$ cat src/rtl/led_pkg.sv
// rtl/led_pkg.sv - mode encoding and pattern helpers for led_pattern_engine
package led_pkg;

    localparam int MODE_W = 3;

    typedef enum logic [MODE_W-1:0] {
        MODE_OFF    = 3'd0,
        MODE_BLINK  = 3'd1,
        MODE_CHASE  = 3'd2,
        MODE_BOUNCE = 3'd3,
        MODE_COUNT  = 3'd4,
        MODE_AUTO   = 3'd5
    } mode_t;

    // Reserved encodings (6, 7) behave exactly like OFF.
    function automatic mode_t decode_mode(input logic [MODE_W-1:0] raw);
        case (raw)
            3'd1:    return MODE_BLINK;
            3'd2:    return MODE_CHASE;
            3'd3:    return MODE_BOUNCE;
            3'd4:    return MODE_COUNT;
            3'd5:    return MODE_AUTO;
            default: return MODE_OFF;
        endcase
    endfunction

    // Every init pattern is either all-zero or a single lit bit0, so the
    // width-independent part of the init value is just its LSB.
    function automatic logic init_lsb(input mode_t m);
        return (m == MODE_CHASE) || (m == MODE_BOUNCE);
    endfunction

    // AUTO rotation order: BLINK -> CHASE -> BOUNCE -> COUNT -> BLINK.
    function automatic mode_t next_auto(input mode_t m);
        case (m)
            MODE_BLINK:  return MODE_CHASE;
            MODE_CHASE:  return MODE_BOUNCE;
            MODE_BOUNCE: return MODE_COUNT;
            default:     return MODE_BLINK;
        endcase
    endfunction

endpackage

$ cat src/rtl/led_tick_gen.sv
// rtl/led_tick_gen.sv - step prescaler, counts 0..DIV-1 and flags the last count
module led_tick_gen #(
    parameter int DIV = 10
) (
    input  logic clk,
    input  logic rst,
    input  logic clr,
    input  logic hold,
    output logic step
);

    localparam int CNT_W = $clog2(DIV);
    localparam logic [CNT_W-1:0] LAST = CNT_W'(DIV - 1);

    logic [CNT_W-1:0] cnt;

    // Prescaler: clear wins over hold so a reload always restarts the phase.
    always_ff @(posedge clk) begin
        if (rst) begin
            cnt <= '0;
        end else if (clr) begin
            cnt <= '0;
        end else if (!hold) begin
            cnt <= (cnt == LAST) ? '0 : cnt + 1'b1;
        end
    end

    assign step = !rst && !hold && (cnt == LAST);

endmodule

$ cat src/rtl/led_pattern_engine.sv
// rtl/led_pattern_engine.sv - multi-mode LED pattern generator (optional PWM stage: LED_PWM_EN)
module led_pattern_engine
    import led_pkg::*;
#(
    parameter int CLK_HZ     = 50_000_000,
    parameter int STEP_HZ    = 2,
    parameter int NUM_LEDS   = 4,
    parameter int AUTO_STEPS = 8,
    parameter int PWM_BITS   = 8
) (
    input  logic                clk,
    input  logic                rst,
    input  logic [MODE_W-1:0]   mode_i,
    input  logic                mode_load_i,
    input  logic                pause_i,
`ifdef LED_PWM_EN
    input  logic [PWM_BITS-1:0] brightness_i,
`endif
    output logic [NUM_LEDS-1:0] led_o,
    output logic                step_o,
    output logic [MODE_W-1:0]   mode_o
);

    localparam int DIV = CLK_HZ / STEP_HZ;
    localparam int AW  = $clog2(AUTO_STEPS + 1);
    localparam logic [AW-1:0] AUTO_LAST = AW'(AUTO_STEPS - 1);

    if (DIV < 2 || NUM_LEDS < 2 || AUTO_STEPS < 1 || PWM_BITS < 1) begin : g_bad_cfg
        $error("led_pattern_engine: invalid parameter set");
    end

    function automatic logic [NUM_LEDS-1:0] init_pattern(input mode_t m);
        return {{(NUM_LEDS-1){1'b0}}, init_lsb(m)};
    endfunction

    mode_t               mode_q, mode_d;
    mode_t               sub_q, sub_d;
    mode_t               active;
    mode_t               load_mode;
    logic [NUM_LEDS-1:0] pattern_q, pattern_d;
    logic                dir_up_q, dir_up_d;
    logic [AW-1:0]       auto_cnt_q, auto_cnt_d;
    logic                step;

    led_tick_gen #(.DIV(DIV)) u_tick (
        .clk  (clk),
        .rst  (rst),
        .clr  (mode_load_i),
        .hold (pause_i),
        .step (step)
    );

    assign load_mode = decode_mode(mode_i);
    assign active    = (mode_q == MODE_AUTO) ? sub_q : mode_q;
    assign step_o    = step;
    assign mode_o    = active;

    // Mode, pattern, bounce direction and AUTO sequencer state.
    always_ff @(posedge clk) begin
        if (rst) begin
            mode_q     <= MODE_OFF;
            sub_q      <= MODE_BLINK;
            pattern_q  <= '0;
            dir_up_q   <= 1'b1;
            auto_cnt_q <= '0;
        end else begin
            mode_q     <= mode_d;
            sub_q      <= sub_d;
            pattern_q  <= pattern_d;
            dir_up_q   <= dir_up_d;
            auto_cnt_q <= auto_cnt_d;
        end
    end

    // Next state: a load restarts everything and swallows a coincident step.
    always_comb begin
        mode_d     = mode_q;
        sub_d      = sub_q;
        pattern_d  = pattern_q;
        dir_up_d   = dir_up_q;
        auto_cnt_d = auto_cnt_q;
        if (mode_load_i) begin
            mode_d     = load_mode;
            sub_d      = MODE_BLINK;
            pattern_d  = init_pattern((load_mode == MODE_AUTO) ? MODE_BLINK : load_mode);
            dir_up_d   = 1'b1;
            auto_cnt_d = '0;
        end else if (step) begin
            if (mode_q == MODE_AUTO && auto_cnt_q == AUTO_LAST) begin
                // Sub-mode switch: the new sub-mode starts from its init value.
                auto_cnt_d = '0;
                sub_d      = next_auto(sub_q);
                pattern_d  = init_pattern(next_auto(sub_q));
                dir_up_d   = 1'b1;
            end else begin
                if (mode_q == MODE_AUTO) begin
                    auto_cnt_d = auto_cnt_q + 1'b1;
                end
                case (active)
                    MODE_BLINK:  pattern_d = ~pattern_q;
                    MODE_CHASE:  pattern_d = {pattern_q[NUM_LEDS-2:0], pattern_q[NUM_LEDS-1]};
                    MODE_BOUNCE: begin
                        // Reverse on arrival at an end so the end LED is not repeated.
                        if (dir_up_q) begin
                            pattern_d = pattern_q << 1;
                            if (pattern_q[NUM_LEDS-2]) dir_up_d = 1'b0;
                        end else begin
                            pattern_d = pattern_q >> 1;
                            if (pattern_q[1]) dir_up_d = 1'b1;
                        end
                    end
                    MODE_COUNT:  pattern_d = pattern_q + 1'b1;
                    default:     pattern_d = '0;
                endcase
            end
        end
    end

`ifdef LED_PWM_EN
    logic [PWM_BITS-1:0] pwm_q;
    logic [NUM_LEDS-1:0] led_q;

    // Free-running PWM counter and gated output register.
    always_ff @(posedge clk) begin
        if (rst) begin
            pwm_q <= '0;
            led_q <= '0;
        end else begin
            pwm_q <= pwm_q + 1'b1;
            led_q <= pattern_q & {NUM_LEDS{pwm_q < brightness_i}};
        end
    end

    assign led_o = led_q;
`else
    assign led_o = pattern_q;
`endif

endmodule
$ cat config.mk
export PLATFORM = sky130hd
export DESIGN_NAME = led_pattern_engine
export DESIGN_NICKNAME = d
export VERILOG_FILES = /design/src/rtl/led_pkg.sv /design/src/rtl/led_tick_gen.sv /design/src/rtl/led_pattern_engine.sv
export SDC_FILE = /design/constraint.sdc
export NUM_CORES = 1
export LEC_CHECK = 0
export BUFFER_PORTS_ARGS = -buffer_cell sky130_fd_sc_hd__clkbuf_2
export CELL_PAD_IN_SITES_DETAIL_PLACEMENT = 0
export CELL_PAD_IN_SITES_GLOBAL_PLACEMENT = 1
export CORE_UTILIZATION = 49
export DETAILED_ROUTE_END_ITERATION = 7
export PLACE_DENSITY = 0.83
export SLEW_MARGIN = 40
export SYNTH_ARGS = -nofsm -noshare
export SYNTH_HDL_FRONTEND = slang
export SYNTH_SLANG_ARGS = --single-unit
$ cat constraint.sdc
create_clock -name clk -period 5.9 [get_ports clk]
set_input_delay 1.18 -clock clk [delete_from_list [all_inputs] [get_ports clk]]
set_output_delay 1.18 -clock clk [all_outputs]
set_load 0.01 [all_outputs]
==> results.yml, run 1 <==
cells_and_area:
  instances_no_fill: 330
  final_util_pct: 55.8
  fillCellCount: 439
  final_nets: 287
  final_cell_mix: "40 x nor2_1, 40 x dfxtp_1, 19 x nand2_1"
  final_area_mm2: 0.00243
  multiInputGateArea_mm2: 0.00137
  drive_gt1_share_pct: 11.5
  syn2layout_area_growth_pct: 8.97
  seqCellArea_um2: 801
  diodes: 0
critical_path:
  cp-end-kind: "output pin"
  critPathMaxFanout: 7
  reg2reg_depth: 5
  required_ns: 4.72
  crit_top_cell: "clkbuf_2"
  worstSetupPathType: "input pin to output pin"
  r2r-start: "u_tick.cnt[15]"
  worstSetupStartpointType: "input pin"
  rr_endpoint: "led_o[2]"
  cp.arrival_ns: 2.52
  slowest_stage: "nor4_2"
  ff2ff_setup_slack_ns: 3.22
  crit_path_start: "pause_i"
  slowest_delay_ns: 0.49
  crit_end: "step_o"
  path_cells: "clkbuf_2, and3b_1, nand2_1, nor4_2, clkbuf_2"
min_path:
  hold_class: "flip-flop to flip-flop"
  worst_hold_path.num_cells: 2
timing:
  period_minus_slack_ns: 3.70
  finalHoldViolCount: 0
  skew_ns: 0.00634
  fin_crit_sh_pct: 62.8
  rsz0062_at_grt: "no"
  fin_setup_tns_ns: 0
  finalSetupViolations: 0
  max_freq_mhz: 270
  tightest_slew_ns: 0.730
  slew_violations: 0
  slew_headroom_pct: 50.7
cts:
  cts_tree: "built"
  cts_root_buf: "clkbuf_8"
  cts_hold_buf: 0
  cts_setup_buffers: 0
  cts_resized: 0
  clk_pin_slew_ns: 0.08
  cts_inserted_buffers: 5
  clock_latency_ns: 0.29
  clock_sinks: 40
  h-tree-depth: 2
  clockBufferDepth: 2
routing:
  avgViaCountPerCell: 5.64
  postRouteAntennaNets: 0
  post-route-drc-count: 0
  drtIter0Drc: 72
  firstDrtPassIters: 4
  drt-total-wl_um: 4530
  post_drt_wl_per_cell_um: 13.7
  vias: 1861
synthesis:
  ys.flop_type: "dfxtp_1"
  async_flop_share_pct: 0
  avgSynthCellArea_um2: 8.36
  syn-num-nets: 277
  synth_edf_count: 0
  yosysWarnings: 0
  ys_ff_latch: 40
  seq_area_frac_synth_pct: 35.9
  synthCells: 267
  yosysUniqueCellTypes: 49
  synth.cell_area_mm2: 0.00223
power_and_ir_drop:
  power_uw: 515
  power.leakage_uw: 0.000855
  irDropWorstVdd_v: 0.000139
  power.density_mw_per_mm2: 212
grt:
  grt_antenna_before_repair: 0
  grt_use_total_pct: 20.7
  gr-total-overflow: 0
  grt_pass1_vias: 1730
  grt_max_degree: 28
  grt_first_pass_wirelength_um: 8020
run:
  maxCapViolCount: 0
floorplanning:
  dieHeight_um: 69.5
  start_util_pct: 51.2
  pin_count: 15
  num_rows: 24
  fp.dieW_um: 69.5
  die-area_mm2: 0.00483
  coreArea_mm2: 0.00435
run_status:
  status: "finished, final reports clean"
place:
  gp_congestion: 0.811
  placed_cell_area_mm2: 0.00232
  dp_cells: 322
  io_buffers: 14
  dp_hpwl_um: 3320
[critical path, delay by kind of cell]
family | cells | cell delay (ns)
buffers and inverters | 2 | 0.35
and+or+nand+nor | 3 | 0.99
[flip-flops by register name, indices dropped and copies added, names as in the netlist]
register,count
dir_up_q,1
auto_cnt_q,4
u_tick.cnt,25
sub_q,3
mode_q,3
led_o,4
[per-layer routing]
metal | vias to the layer above | routed length, µm | GRT usage [%]
li1 | 970 | - | -
met1 | 851 | 2300 | 27.7
met2 | 32 | 2010 | 32.0
met3 | 8 | 158 | 5.09
met4 | 0 | 73 | 8.16
met5 | - | 0 | 0
[worst min-delay path by stage]
stage | startpoint | to
6_report | auto_cnt_q[3] | auto_cnt_q[3]
5_1_grt | auto_cnt_q[3] | auto_cnt_q[3]
4_1_cts | auto_cnt_q[3] | auto_cnt_q[3]
3_5_place_dp | auto_cnt_q[3] | auto_cnt_q[3]
3_3_place_gp | auto_cnt_q[3] | auto_cnt_q[3]
2_1_floorplan | auto_cnt_q[3] | auto_cnt_q[3]
[cell type report]
type / instances / area share [%]
multi-input combinational: 210 / 56.2
sequential: 40 / 32.9
clock buffer: 6 / 2.99
timing repair buffer: 14 / 2.88
tap: 52 / 2.68
clock inverter: 2 / 1.44
inverter: 6 / 0.926
[cell families (layout without fill, tap and decap cells)]
| group | after synthesis | count (layout) | synth area share (%) |
|---|---|---|---|
| flip-flops | 40 | 40 | 35.9 |
| AO/OA/AOI/OAI | 40 | 40 | 13.0 |
| buffers and inverters | 17 | 28 | 3.20 |
| XOR/XNOR | 25 | 25 | 9.81 |
| AND/OR/NAND/NOR | 137 | 137 | 34.2 |
| adder cells (fa/ha/maj) | 3 | 3 | 1.68 |
| multiplexers | 5 | 5 | 2.24 |
[through the flow]
stage                     hold slack, ns  setup slack (ns)
after global routing               0.514              2.03
after global placement             0.473              2.25
final                              0.485              2.20
after detailed placement           0.477              2.22
after CTS                          0.488              2.22
after floorplan                    0.452              2.68
[synth_stat cells (3+ instances only)]
cell | instances | area [µm²]
inv_1 | 6 | 22.5
and3_1 | 4 | 25.0
nand3_1 | 12 | 60.1
xnor2_1 | 11 | 96.3
nand4_1 | 9 | 56.3
or4_1 | 3 | 22.5
mux2i_1 | 5 | 50.1
xor2_1 | 14 | 123
a21oi_1 | 10 | 50.1
nor4_1 | 4 | 25.0
o2bb2ai_1 | 3 | 26.3
o21ai_0 | 4 | 20.0
nor3_1 | 7 | 35.0
ha_1 | 3 | 37.5
nand2b_1 | 10 | 62.6
nor2b_1 | 5 | 31.3
nand2_1 | 19 | 71.3
clkbuf_1 | 9 | 33.8
nor2_1 | 40 | 150
and4_1 | 3 | 26.3
nand3b_1 | 5 | 37.5
a21o_1 | 3 | 22.5
dfxtp_1 | 40 | 801
o21a_1 | 5 | 37.5
[where the power goes]
part / leakage (µW) / switching (µW) / internal (µW)
Clock: 0.0000552 / 90.5 / 125
Sequential: 0.000323 / 3.14 / 271
Combinational: 0.000477 / 14.8 / 10.2
Total: 0.000855 / 108 / 407
No activity file was read; power rests on OpenSTA's default activity.
==> run 2, diff against run 1 <==
--- a/config.mk
+++ b/config.mk
@@ -8,9 +8,9 @@
 export BUFFER_PORTS_ARGS = -buffer_cell sky130_fd_sc_hd__clkbuf_2
 export CELL_PAD_IN_SITES_DETAIL_PLACEMENT = 0
 export CELL_PAD_IN_SITES_GLOBAL_PLACEMENT = 1
-export CORE_UTILIZATION = 49
+export CORE_UTILIZATION = 45
 export DETAILED_ROUTE_END_ITERATION = 7
-export PLACE_DENSITY = 0.83
+export PLACE_DENSITY = 0.77
 export SLEW_MARGIN = 40
 export SYNTH_ARGS = -nofsm -noshare
 export SYNTH_HDL_FRONTEND = slang
==> constraint.sdc (replaced) <==
create_clock -name clk -period 3.7 [get_ports clk]
set_input_delay 0.74 -clock clk [delete_from_list [all_inputs] [get_ports clk]]
set_output_delay 0.74 -clock clk [all_outputs]
set_load 0.01 [all_outputs]
==> run 2 against run 1 <==
Count of clock-buffer cells in the layout unchanged. Clock skew increased by 0.0012 ns. Global-route usage decreased by 0.85 points. Setup slack got worse by 1.7 ns. Hold slack got worse by 0.0077 ns. Clock power increased by 40%. Register-to-register slack got worse by 2.2 ns. Combinational power increased by 62%. Via count increased by 2.6%. Sequential power increased by 60%. Critical path depth decreased by 1. Non-clock buffer count increased by 1.
==> results.yml, run 2 (synthesis gave the netlist of run 1 again) <==
timing:
  skew_ns: 0.00759
  tightest_slew_ns: 0.551
  rsz0062_at_grt: "no"
  finalHoldViolCount: 0
  slew_headroom_pct: 62.9
  layout_setup_ws_ns: 0.531
  max_freq_mhz: 316
  fin_crit_sh_pct: 85.6
  fin_setup_tns_ns: 0
  slew_violations: 0
  finalSetupViolations: 0
  period_minus_slack_ns: 3.17
grt:
  grt_antenna_before_repair: 0
  grt_pass1_vias: 1721
  gr-total-overflow: 0
  grt_use_total_pct: 19.9
  grt_max_degree: 28
  grt_first_pass_wirelength_um: 8180
place:
  gp_congestion: 0.810
  dp_hpwl_um: 3310
  pre_cts_slack_ns: 0.833
  io_buffers: 14
cts:
  cts_setup_buffers: 0
  cts_root_buf: "clkbuf_8"
  clock_latency_ns: 0.29
  cts_hold_buf: 0
  cts_inserted_buffers: 5
  clock_sinks: 40
  clk_pin_slew_ns: 0.08
  h-tree-depth: 2
  cts_resized: 0
  clockBufferDepth: 2
  cts_tree: "built"
routing:
  drt-total-wl_um: 4680
  post-route-drc-count: 0
  post_drt_wl_per_cell_um: 13.5
  drtIter0Drc: 66
  postRouteAntennaNets: 0
  firstDrtPassIters: 5
  vias: 1910
  avgViaCountPerCell: 5.52
critical_path:
  r2r-start: "u_tick.cnt[15]"
  critPathMaxFanout: 6
  cp.arrival_ns: 2.43
  required_ns: 2.96
  cp-end-kind: "output pin"
  worstSetupPathType: "flip-flop to output pin"
  worstSetupStartpointType: "flip-flop"
  crit_path_start: "u_tick.cnt[15]"
cells_and_area:
  drive_gt1_share_pct: 12.2
  largest_reg_flops: 25
  final_cell_mix: "40 x nor2_1, 40 x dfxtp_1, 19 x nand2_1"
  final_nets: 288
  diodes: 0
  syn2layout_area_growth_pct: 9.48
  regMostFlops: "u_tick.cnt"
min_path:
  hold_class: "flip-flop to flip-flop"
  worstHoldStart: "auto_cnt_q[3]"
floorplanning:
  start_util_pct: 46.9
  num_rows: 25
  pin_count: 15
  die-area_mm2: 0.00524
  dieHeight_um: 72.4
  fp.dieW_um: 72.4
  coreArea_mm2: 0.00475
run:
  maxCapViolCount: 0
power_and_ir_drop:
  power.leakage_uw: 0.000859
  power_uw: 781
  power.density_mw_per_mm2: 320
  irDropWorstVdd_v: 0.000160
run_status:
  status: "finished, final reports clean"
-- run 2: layer usage --
layer	wire [µm]	vias to the layer above	GRT usage, %	share of wire, %
met2	2200	38	32.2	47
met3	199	5	4.44	4.3
met1	2230	889	26.4	48
met4	55	0	6.10	1.2
met5	0	-	0	0
li1	-	978	-	-
-- run 2: metrics by stage --
stage / hold slack, ns / std cells / instance area, µm² / util [%]
2_1_floorplan: 0.452 / 267 / 2230 / -
3_5_place_dp: 0.472 / 338 / 2340 / 49.3
4_1_cts: 0.483 / 346 / 2440 / 51.2
6_report: 0.477 / 346 / 2440 / 51.4
5_1_grt: 0.512 / 346 / 2440 / 51.4
3_3_place_gp: 0.467 / 338 / 2340 / 49.3
-- run 2: worst paths after layout --
check	end	slack [ns]	cells past startpoint
setup / recovery	step_o	0.53	4
hold / removal	auto_cnt_q[3]	0.48	2
setup reg to reg	u_tick.cnt[3]	1.02	5
hold reg to reg	auto_cnt_q[3]	0.48	2
-- run 2: cell type report --
type | count | area [µm²]
Fill cell | 502 | 2310
Multi-Input combinational cell | 210 | 1370
Timing Repair Buffer | 15 | 77.6
Clock buffer | 6 | 82.6
Tap cell | 67 | 83.8
Inverter | 6 | 22.5
Sequential cell | 40 | 801
Clock inverter | 2 | 10.0
-- run 2: critical path, cell delays in order (launching register included) --
cell      delay, ns
dfxtp_1        0.36
or4_1          0.51
or4b_4         0.58
nor4_2         0.48
clkbuf_2       0.22
-- run 2: report_power, final --
part	leakage, µW	internal [µW]	total [µW]	switching (µW)
Clock	0.0000510	149	303	154
Combinational	0.000485	16.2	40.5	24.3
Sequential	0.000323	432	438	5.05
Total	0.000859	598	781	184
==> run 3, diff against run 2 <==
--- a/config.mk
+++ b/config.mk
@@ -5,11 +5,11 @@
 export SDC_FILE = /design/constraint.sdc
 export NUM_CORES = 1
 export LEC_CHECK = 0
-export BUFFER_PORTS_ARGS = -buffer_cell sky130_fd_sc_hd__clkbuf_2
 export CELL_PAD_IN_SITES_DETAIL_PLACEMENT = 0
 export CELL_PAD_IN_SITES_GLOBAL_PLACEMENT = 1
-export CORE_UTILIZATION = 45
+export CORE_UTILIZATION = 47
 export DETAILED_ROUTE_END_ITERATION = 7
+export DONT_BUFFER_PORTS = 1
 export PLACE_DENSITY = 0.77
 export SLEW_MARGIN = 40
 export SYNTH_ARGS = -nofsm -noshare
==> run 3 against run 2 <==
Clock skew barely moved. Global-route usage shrank 0.67 points. Hold slack improved by 0.012 ns. Fmax up 1.9%. Flip-flop and latch count stayed put. Cell area shrank 3.5%. Cell count down 8.7%. Clock power increased by 5%. Via count down 7.2%. Combinational power fell by 21%. Critical path type unchanged. Largest cell class unchanged. Largest power group unchanged.
==> results.yml, run 3 (synthesis gave the netlist of run 1 again) <==
cells_and_area:
  final_nets: 274
  syn2layout_area_growth_pct: 5.66
  final_cell_mix: "40 x nor2_1, 40 x dfxtp_1, 19 x nand2_1"
  drive_gt1_share_pct: 7.20
  diodes: 0
  largest_reg_flops: 25
  regMostFlops: "u_tick.cnt"
  fillCellCount: 447
floorplanning:
  die-area_mm2: 0.00503
  coreArea_mm2: 0.00444
  dieHeight_um: 70.9
  pin_count: 15
  start_util_pct: 50.2
  fp.dieW_um: 70.9
  num_rows: 24
place:
  dp_hpwl_um: 3240
  io_buffers: 0
  gp_congestion: 0.761
power_and_ir_drop:
  power.leakage_uw: 0.000796
  irDropWorstVdd_v: 0.000231
  power_uw: 789
  power.density_mw_per_mm2: 335
routing:
  wl_met2_um: 2040
  drtIter0Drc: 79
  postRouteAntennaNets: 0
  avgViaCountPerCell: 5.61
  post_drt_wl_per_cell_um: 14.5
  post-route-drc-count: 0
  top_layer_used: "met4"
  firstDrtPassIters: 4
  drt-total-wl_um: 4600
  vias: 1773
  m1WireLength_um: 2410
  dr_wl_met3_um: 106
grt:
  grt_pass1_vias: 1560
  grt_first_pass_wirelength_um: 7660
  grt_use_total_pct: 19.2
  grt_max_degree: 28
  gr-total-overflow: 0
  grt_antenna_before_repair: 0
run_status:
  status: "finished, final reports clean"
run:
  maxCapViolCount: 0
cts:
  clockBufferDepth: 2
  cts_root_buf: "clkbuf_8"
  clk_pin_slew_ns: 0.08
  clock_latency_ns: 0.29
  cts_hold_buf: 0
  cts_resized: 0
  clock_sinks: 40
  cts_inserted_buffers: 5
  cts_tree: "built"
  h-tree-depth: 2
  cts_setup_buffers: 0
critical_path:
  critPathMaxFanout: 6
  cp-end-kind: "output pin"
  worstSetupPathType: "flip-flop to output pin"
  cp.arrival_ns: 2.37
  slowest_stage: "nor4_2"
  slowest_delay_ns: 0.62
  path_cells: "or4_1, or4b_4, nor4_2"
  worstSetupStartpointType: "flip-flop"
  required_ns: 2.96
timing:
  max_freq_mhz: 322
  fin_setup_tns_ns: 0
  tightest_slew_ns: 0.632
  skew_ns: 0.00753
  finalHoldViolCount: 0
  period_minus_slack_ns: 3.11
  finalSetupViolations: 0
  fin_crit_sh_pct: 84.0
  slew_headroom_pct: 57.5
  slew_violations: 0
  whs_ns: 0.490
  rsz0062_at_grt: "no"
min_path:
  hold_class: "flip-flop to flip-flop"
-- run 3: cell count changes in the layout (fill, tap and decap cells not counted), sizes merged --
cell	previous run	this run
clkbuf	20	7
clkinv	2	0
-- run 3: final cells by class --
class,instances,area [µm²],share of cell area (%)
Timing Repair Buffer,1,7.51,0.318
Clock buffer,7,96.3,4.09
Tap cell,52,65.1,2.76
Sequential cell,40,801,34.0
Inverter,6,22.5,0.955
Multi-Input combinational cell,210,1370,57.9
-- run 3: per-stage QoR --
stage               setup slack (ns)  instance area, µm²  util [%]  cells
floorplan                       1.08                2230         -    267
finish                         0.590                2360      53.0    316
global route                   0.471                2360      53.0    316
CTS                            0.577                2350      52.9    316
global placement               0.939                2250      50.7    309
detailed placement             0.892                2250      50.7    309
-- run 3: path summary, 6_finish.rpt --
path / slack [ns] / startpoint / endpoint / depth (start not counted)
hold reg to reg: 0.49 / auto_cnt_q[3] / auto_cnt_q[3] / 2
setup / recovery: 0.59 / u_tick.cnt[15] / step_o / 3
hold / removal: 0.49 / auto_cnt_q[3] / auto_cnt_q[3] / 2
setup reg to reg: 1.00 / u_tick.cnt[15] / u_tick.cnt[17] / 5
-- run 3: power by group --
part | total [µW] | internal (µW) | switching, µW
clock network | 319 | 166 | 153
registers | 438 | 432 | 5.09
logic | 31.9 | 13.1 | 18.8
total | 789 | 612 | 177
-- run 3: layer usage --
metal	vias up	global-route usage (%)
met5	-	0
met4	0	5.33
met1	806	26.4
met2	19	30.8
met3	5	3.70
li1	943	-
-- run 3: critical path, delay by kind of cell, from the launching register on --
family | cells | cell delay, ns
and+or+nand+nor | 3 | 1.71
DFF | 1 | 0.36
